<file path="src/rtl/shift_sequencer.sv">
// Multi-cycle shift controller: steps a 32-bit operand through the ALU's single-bit
// shifter once per cycle until the requested shift amount has been consumed.
module shift_sequencer (
    input  logic        clk,
    input  logic        rst_n,
    input  logic        flush,
    input  logic        in_valid,
    output logic        in_ready,
    input  logic [1:0]  in_op,
    input  logic [31:0] in_operand,
    input  logic [4:0]  in_shamt,
    output logic [31:0] alu_rs1_data,
    output logic [2:0]  alu_ctrl,
    output logic        alu_num2_sel,
    input  logic [31:0] alu_result,
    output logic        out_valid,
    input  logic        out_ready,
    output logic [31:0] out_data,
    output logic        out_err,
    output logic        busy
);

    // Handshakes: a transfer happens on a rising edge where valid && ready are both high;
    // ready/valid are decoded from state only, so neither depends on the other side's signals.
    typedef enum logic [1:0] {
        IDLE  = 2'd0,
        SHIFT = 2'd1,
        DONE  = 2'd2
    } state_t;

    state_t      state, state_nxt;
    logic [31:0] work, work_nxt;
    logic [4:0]  count, count_nxt;
    logic [1:0]  op_q, op_nxt;
    logic        err_q, err_nxt;

    always_ff @(posedge clk or negedge rst_n) begin
        if (!rst_n) begin
            state <= IDLE;
            work  <= '0;
            count <= '0;
            op_q  <= '0;
            err_q <= 1'b0;
        end else begin
            state <= state_nxt;
            work  <= work_nxt;
            count <= count_nxt;
            op_q  <= op_nxt;
            err_q <= err_nxt;
        end
    end

    always_comb begin
        state_nxt = state;
        work_nxt  = work;
        count_nxt = count;
        op_nxt    = op_q;
        err_nxt   = err_q;
        if (flush) begin
            // Abort leaves the datapath registers untouched; only the state returns home.
            state_nxt = IDLE;
        end else begin
            case (state)
                IDLE: begin
                    if (in_valid) begin
                        work_nxt  = in_operand;
                        count_nxt = in_shamt;
                        op_nxt    = in_op;
                        err_nxt   = (in_op == 2'b11);
                        state_nxt = (in_shamt == 5'd0 || in_op == 2'b11) ? DONE : SHIFT;
                    end
                end
                SHIFT: begin
                    work_nxt  = alu_result;
                    count_nxt = count - 5'd1;
                    if (count == 5'd1) state_nxt = DONE;
                end
                DONE: begin
                    if (out_ready) state_nxt = IDLE;
                end
                default: state_nxt = IDLE;
            endcase
        end
    end

    always_comb begin
        alu_ctrl = 3'd0;
        if (state == SHIFT) begin
            case (op_q)
                2'b00:   alu_ctrl = 3'd5;
                2'b01:   alu_ctrl = 3'd6;
                2'b10:   alu_ctrl = 3'd7;
                default: alu_ctrl = 3'd0;
            endcase
        end
    end

    assign in_ready     = (state == IDLE);
    assign out_valid    = (state == DONE);
    assign busy         = (state != IDLE);
    assign alu_rs1_data = work;
    assign alu_num2_sel = 1'b0;
    assign out_data     = work;
    assign out_err      = err_q;

endmodule

</file>
<file path="config.mk">
export PLATFORM = sky130hd
export DESIGN_NAME = shift_sequencer
export DESIGN_NICKNAME = d
export VERILOG_FILES = /design/src/rtl/shift_sequencer.sv
export SDC_FILE = /design/constraint.sdc
export NUM_CORES = 1
export LEC_CHECK = 0
export CORE_UTILIZATION = 39
export CTS_BUF_LIST = sky130_fd_sc_hd__clkbuf_2
export DETAILED_ROUTE_END_ITERATION = 10
export GPL_TIMING_DRIVEN = 0
export HOLD_SLACK_MARGIN = 0.12
export PLACE_DENSITY_LB_ADDON = 0.12
export SETUP_SLACK_MARGIN = 0.1
export SYNTH_ARGS = -nofsm -noshare
export SYNTH_HDL_FRONTEND = slang
export SYNTH_SLANG_ARGS = --single-unit
export TNS_END_PERCENT = 20
</file>
<file path="constraint.sdc">
create_clock -name clk -period 1.7 [get_ports clk]
set_input_delay 0.51 -clock clk [delete_from_list [all_inputs] [get_ports clk]]
set_output_delay 0.51 -clock clk [all_outputs]
set_load 0.05 [all_outputs]
</file>
==> impl_metrics.py, run 1 <==
metrics = {
    "status": {
        "status": "finished with violations",
        "violations": "negative setup slack",
    },
    "final_layout": {
        "finalNonFillerCells": 539,
        "nNetsFinal": 544,
        "num_antenna_cells": 0,
        "utilization": 0.826,
        "drive_gt1_frac": 0.414,
        "multi_input_area_mm2": 0.00131,
        "nFillCells": 360,
        "seq_area_mm2": 0.00105,
        "area_delta_synth_final_pct": 103,
        "stdcell_area_mm2": 0.00495,
    },
    "yosys": {
        "synth_area_leaders": "dfrtp_1 43%, nand2_1 10%, buf_4 10%, a31oi_1 9.0%, a21oi_1 7.0%",
        "synth_cell_type_count": 36,
        "synth_top_area_cell": "dfrtp_1",
        "avgSynthCellArea_um2": 8.57,
        "ys_seq_area_frac": 0.431,
        "synth_nets": 366,
        "synth_top_area_share": 0.431,
        "synthCells": 285,
        "syn-cell-area_mm2": 0.00244,
        "yosysWarnings": 0,
        "synth_seq_cells": 42,
    },
    "setup_path": {
        "r2r-start": "state[0]$_DFFE_PN0P_",
        "path_class": "reg2out",
        "worstSetupStartpointType": "flop",
        "rr_worst_depth": 5,
        "cp.arrival_ps": 1670,
        "reg2reg_to": "op_q[1]$_DFFE_PN0P_",
        "critPathRequiredTime_ps": 1190,
        "r2r_slack_ps": -10,
        "cp-end-kind": "output port",
        "critical_path.max_fanout": 4,
    },
    "clocking": {
        "ctsHtreeMaxLevel": 2,
        "cts_tree": "built",
        "root_buffer": "clkbuf_2",
        "cts_buffer_depth": 2,
        "clkTransAtPathRegs_ps": 230,
        "clock_sinks": 42,
        "clk_latency_ps": 420,
        "cts_made_buffers": 5,
    },
    "timing": {
        "slew_headroom": 0.662,
        "hold_viol_final": 0,
        "worst_pin_slew_ps": 500,
        "period_share": 1.28,
        "clock.fmax_mhz": 458,
        "fin_ws_ps": -481,
        "setup_viol": 8,
        "slew_violations": 0,
        "rsz0062_at_grt": "true",
        "fin_crit_ps": 2180,
        "finClkSkew_ps": 18.8,
    },
    "place": {
        "hpwl_mm": 5.63,
        "io_buffer_count": 146,
        "post-place-ws_ps": -892,
        "dp_cells": 507,
        "placed_cell_area_mm2": 0.00404,
        "gp_congestion": 0.864,
    },
    "grt": {
        "overflow": 0,
        "track_usage": 0.257,
        "grt_max_degree": 25,
        "antenna_found_initial": 0,
        "grt_pass1_wl_mm": 12.9,
        "grt_pass1_vias": 2665,
    },
    "routing": {
        "vias_per_cell": 5.30,
        "drc": 0,
        "drt_iter0_markers": 113,
        "routedWlPerCell_um": 16.6,
        "wirelength_mm": 8.93,
        "ant_nets": 0,
        "drtPass1Iterations": 5,
        "via_count": 2855,
    },
    "power": {
        "total_power_mw": 7.71,
        "ir_drop_mv": 1.07,
        "power_density_mw_per_mm2": 1560,
        "p_leak_nw": 2.20,
    },
    "job": {
        "cap_violations": 0,
    },
    "floorplanning": {
        "start_util": 0.407,
        "chipHeight_um": 81.1,
        "die_area_mm2": 0.00658,
        "num_rows": 28,
        "fp.dieW_um": 81.1,
        "core_area_mm2": 0.00599,
        "pin_count": 148,
    },
    "hold_path": {
        "hold_path.class": "in2async",
    },
}
-- critical path: stages, from the launching register on --
cell	delay [ps]
dfrtp_1	430
buf_6	130
and2b_1	190
buf_6	140
buf_8	110
and2_4	130
buf_8	140
-- worst max path at each step --
stage                               from                     endpoint  depth (start not counted)
global placement                   rst_n  alu_rs1_data[9]$_DFFE_PN0P_                          1
global route        state[1]$_DFFE_PN0P_                  alu_ctrl[0]                          6
floorplan           state[1]$_DFFE_PN0P_                  alu_ctrl[0]                          5
detailed placement  state[0]$_DFFE_PN0P_                  alu_ctrl[1]                          6
CTS                 state[1]$_DFFE_PN0P_                  alu_ctrl[0]                          6
finish              state[0]$_DFFE_PN0P_                  alu_ctrl[1]                          6
-- stage by stage --
stage	TNS (ps)	hold slack, ps
after floorplan	-391	214
after global placement	-66920	474
after detailed placement	-24120	484
after CTS	-2350	515
after global routing	-3140	558
final	-2270	520
-- sequential cells by signal, summed over array words and instances, names as in the netlist --
register	cells
state	2
op_q	2
out_err	1
alu_rs1_data	32
count	5
-- cell families (layout without fill, tap and decap cells) --
family / Yosys count / count (layout) / share of synthesized area
other: 1 / 1 / 0.00154
flip-flops: 42 / 42 / 0.431
AO/OA/AOI/OAI: 85 / 85 / 0.211
AND/OR/NAND/NOR: 90 / 90 / 0.166
buffers and inverters: 60 / 239 / 0.154
adder cells (fa/ha/maj): 5 / 5 / 0.0256
multiplexers: 2 / 2 / 0.0123
-- report_power, final --
group	switching [mW]	leakage (nW)	internal [mW]	total [mW]
sequential	0.337	0.475	1.31	1.65
clock	0.348	0.0427	0.244	0.592
combinational	3.09	1.68	2.38	5.47
total	3.77	2.20	3.94	7.71
-- cells in the mapped netlist --
cell / instances
nand2b_1: 3
o21a_1: 1
clkbuf_1: 4
o32ai_1: 1
buf_2: 15
o2111ai_1: 1
mux2_4: 2
nor2_1: 5
or3b_2: 1
nand2_1: 67
a2111oi_0: 1
or4_1: 1
a31oi_1: 35
ha_1: 5
nor3_2: 1
dfrtp_1: 42
a22o_1: 4
o2bb2ai_1: 2
o31a_1: 1
nor3_1: 2
buf_4: 33
buf_1: 1
or2_2: 2
conb_1: 1
nor3b_1: 2
nor2b_1: 1
or4b_4: 1
nor4b_1: 1
buf_6: 1
o211ai_1: 2
and3b_1: 1
and2_1: 1
inv_1: 6
and2b_1: 1
a21oi_1: 34
o21ai_0: 3
-- cells in the final DEF, fill, tap and decap left out, types with 2 or more instances in the layout --
cell,instances
clkdlybuf4s50_1,73
nand2_1,67
buf_6,48
buf_4,42
dfrtp_1,42
buf_8,38
a21oi_1,33
a31oi_1,19
a31oi_4,14
clkbuf_4,10
clkbuf_2,7
inv_1,5
buf_12,5
ha_1,5
buf_2,4
a22o_1,4
o21ai_0,3
or2_2,2
nand2b_4,2
nor2_4,2
nor2_1,2
o2bb2ai_1,2
nor3b_1,2
o211ai_1,2
nor3_1,2
mux2_4,2
a31oi_2,2
clkinv_2,2
-- what timing repair did --
action,CTS,global route
pin swaps,2,8
resized for setup,458,86
endpoints found under the setup margin,103,106
hold buffers,1,0
setup buffers,20,6
gates cloned,0,1
endpoints found under the hold margin,18,0
-- routing by layer --
metal	up-vias	GRT usage	routed length (um)
met5	-	0	0
li1	1313	-	-
met3	17	0.0483	623
met1	1401	0.317	3430
met2	124	0.455	4710
met4	0	0.0714	168
-- final cells by class --
| cell class | instances | area share |
|---|---|---|
| flip-flops and latches | 42 | 0.212 |
| well taps | 75 | 0.0190 |
| plain buffers | 50 | 0.109 |
| repair buffers | 175 | 0.378 |
| clock inverters | 3 | 0.00809 |
| clock buffers | 5 | 0.00506 |
| inverters | 6 | 0.00455 |
| multi-input cells | 183 | 0.264 |
Power figures use the tool's default switching activity.
==> inputs of run 2 (changes only) <==
--- a/config.mk
+++ b/config.mk
@@ -5,6 +5,7 @@
 export SDC_FILE = /design/constraint.sdc
 export NUM_CORES = 1
 export LEC_CHECK = 0
+export ABC_AREA = 0
 export CORE_UTILIZATION = 39
 export CTS_BUF_LIST = sky130_fd_sc_hd__clkbuf_2
 export DETAILED_ROUTE_END_ITERATION = 10
==> results of run 2 <==
No change in the layout: final DEF, timing and power equal those of run 1.
==> inputs of run 3 (changes only) <==
--- a/config.mk
+++ b/config.mk
@@ -6,9 +6,10 @@
 export NUM_CORES = 1
 export LEC_CHECK = 0
 export ABC_AREA = 0
-export CORE_UTILIZATION = 39
+export CORE_UTILIZATION = 40
 export CTS_BUF_LIST = sky130_fd_sc_hd__clkbuf_2
 export DETAILED_ROUTE_END_ITERATION = 10
+export DONT_BUFFER_PORTS = 1
 export GPL_TIMING_DRIVEN = 0
 export HOLD_SLACK_MARGIN = 0.12
 export PLACE_DENSITY_LB_ADDON = 0.12
==> run 3 against run 2 <==
The run still ends with negative setup slack left; final cell count down 30%; die area down 2.4%; utilization down 30 points; cell area down 37%; worst setup slack worse by 120 ps; combinational power down 49%; sequential share of layout area up 14 points; first-iteration DRC count down 29%; via count down 24%; register-to-register slack better by 40 ps; critical endpoint is now alu_ctrl[0]; highest routed layer unchanged.
==> impl_metrics.py, run 3 (same netlist as run 1, synthesis figures left out) <==
metrics = {
    "status": {
        "status": "finished with violations",
        "violations": "negative setup slack",
    },
    "power": {
        "total_power_mw": 6.06,
        "power_density_mw_per_mm2": 1930,
        "ir_drop_mv": 1.05,
        "p_leak_nw": 1.34,
    },
    "final_layout": {
        "num_antenna_cells": 0,
        "finalNonFillerCells": 379,
        "largest_reg_flops": 32,
        "stdcell_area_mm2": 0.00314,
        "final_cell_mix": "67 x nand2_1, 35 x buf_8, 34 x a21oi_1, 34 x a31oi_1, 33 x dfrtp_2",
        "drive_gt1_frac": 0.388,
        "nNetsFinal": 384,
        "area_delta_synth_final_pct": 28.5,
        "final_common_cell": "nand2_1",
    },
    "setup_path": {
        "rr_worst_depth": 6,
        "critical_path.max_fanout": 4,
        "path_class": "reg2out",
        "worstSetupStartpointType": "flop",
        "crit_slowest_cell": "dfrtp_1",
        "cp.arrival_ps": 1790,
        "critical_path.max_stage_delay_ps": 430,
        "r2r-start": "state[1]$_DFFE_PN0P_",
        "crit_chain": "buf_6, nand2b_4, buf_8, nor2_4, o21a_4",
        "cp-end-kind": "output port",
        "r2r_slack_ps": 30,
        "reg2reg_to": "alu_rs1_data[11]$_DFFE_PN0P_",
        "critPathRequiredTime_ps": 1190,
    },
    "floorplanning": {
        "die_area_mm2": 0.00642,
        "fp.dieW_um": 80.1,
        "chipHeight_um": 80.1,
        "num_rows": 28,
        "start_util": 0.412,
        "core_area_mm2": 0.00592,
        "pin_count": 148,
    },
    "routing": {
        "drt_iter0_markers": 80,
        "routedWlPerCell_um": 17.3,
        "drtPass1Iterations": 9,
        "via_count": 2156,
        "ant_nets": 0,
        "vias_per_cell": 5.69,
        "drc": 0,
        "wirelength_mm": 6.55,
    },
    "grt": {
        "grt_pass1_vias": 1976,
        "grt_pass1_wl_mm": 9.80,
        "antenna_found_initial": 0,
        "track_usage": 0.201,
        "overflow": 0,
        "grt_max_degree": 43,
    },
    "job": {
        "cap_violations": 0,
    },
    "timing": {
        "worst_pin_slew_ps": 582,
        "clock.fmax_mhz": 434,
        "setup_viol": 14,
        "fin_ws_ps": -605,
        "slew_violations": 0,
        "finClkSkew_ps": 3.60,
        "fin_crit_ps": 2300,
        "hold_viol_final": 0,
        "period_share": 1.36,
        "slew_headroom": 0.610,
        "tns_ps": -2340,
        "rsz0062_at_grt": "true",
    },
    "clocking": {
        "cts_buffer_depth": 2,
        "ctsHtreeMaxLevel": 2,
        "root_buffer": "clkbuf_2",
        "clk_latency_ps": 400,
        "cts_tree": "built",
        "clkTransAtPathRegs_ps": 210,
        "cts_made_buffers": 5,
        "clock_sinks": 42,
    },
    "place": {
        "gp_congestion": 0.790,
        "post-place-ws_ps": -295,
        "dp_cells": 360,
        "io_buffer_count": 0,
        "placed_cell_area_mm2": 0.00256,
        "hpwl_mm": 4.56,
    },
    "hold_path": {
        "holdPathEnd": "state[0]$_DFFE_PN0P_",
        "min_from": "flush",
        "hold_path.class": "in2reg",
        "holdPathStages": 1,
    },
}
## run 3: power breakdown
part	switching, mW	total, mW	internal (mW)
clock	0.334	0.596	0.262
sequential	1.31	2.66	1.35
combinational	1.66	2.81	1.15
## run 3: layout make-up
type,instances,area [um2]
multi-input cells,183,1080
clock inverters,1,30.0
repair buffers,11,113
well taps,75,93.8
fillers,556,2780
clock buffers,7,35.0
plain buffers,54,666
inverters,6,26.3
flip-flops and latches,42,1090
## run 3: timing repair
action,in CTS,in global routing
setup endpoints to repair,102,73
hold buffers,2,0
pin swaps,5,9
gates resized for setup,123,8
setup buffers,5,4
endpoints found under the hold margin,42,0
## run 3: worst max-delay path by stage
stage | start | end | slack, ps | cells past startpoint
after floorplan | state[1]$_DFFE_PN0P_ | alu_ctrl[0] | -160 | 5
after global placement | state[0]$_DFFE_PN0P_ | alu_ctrl[1] | -300 | 5
after detailed placement | state[0]$_DFFE_PN0P_ | alu_ctrl[1] | -290 | 5
after CTS | state[1]$_DFFE_PN0P_ | alu_ctrl[0] | -630 | 5
after global routing | state[1]$_DFFE_PN0P_ | alu_ctrl[0] | -680 | 5
final | state[1]$_DFFE_PN0P_ | alu_ctrl[0] | -600 | 5
## run 3: per-layer routing
layer	routed length, um	global-route usage	vias to the layer above	part of all wire
met1	2710	0.251	1048	0.41
met4	113	0.0661	0	0.017
li1	-	-	994	-
met5	0	0	-	0
met3	528	0.0568	12	0.081
met2	3190	0.334	102	0.49
## run 3: critical path, delay by kind of cell (launching register included)
family / cells / cell delay [ps]
AO/OA/AOI/OAI: 1 / 290
buffers and inverters: 2 / 240
flip-flops: 1 / 430
AND/OR/NAND/NOR: 2 / 430
## run 3: metrics by stage
step / utilization / hold slack, ps
after floorplan: - / 214
after global placement: 0.433 / 215
after detailed placement: 0.433 / 215
after CTS: 0.518 / 167
after global routing: 0.530 / 158
final: 0.530 / 193
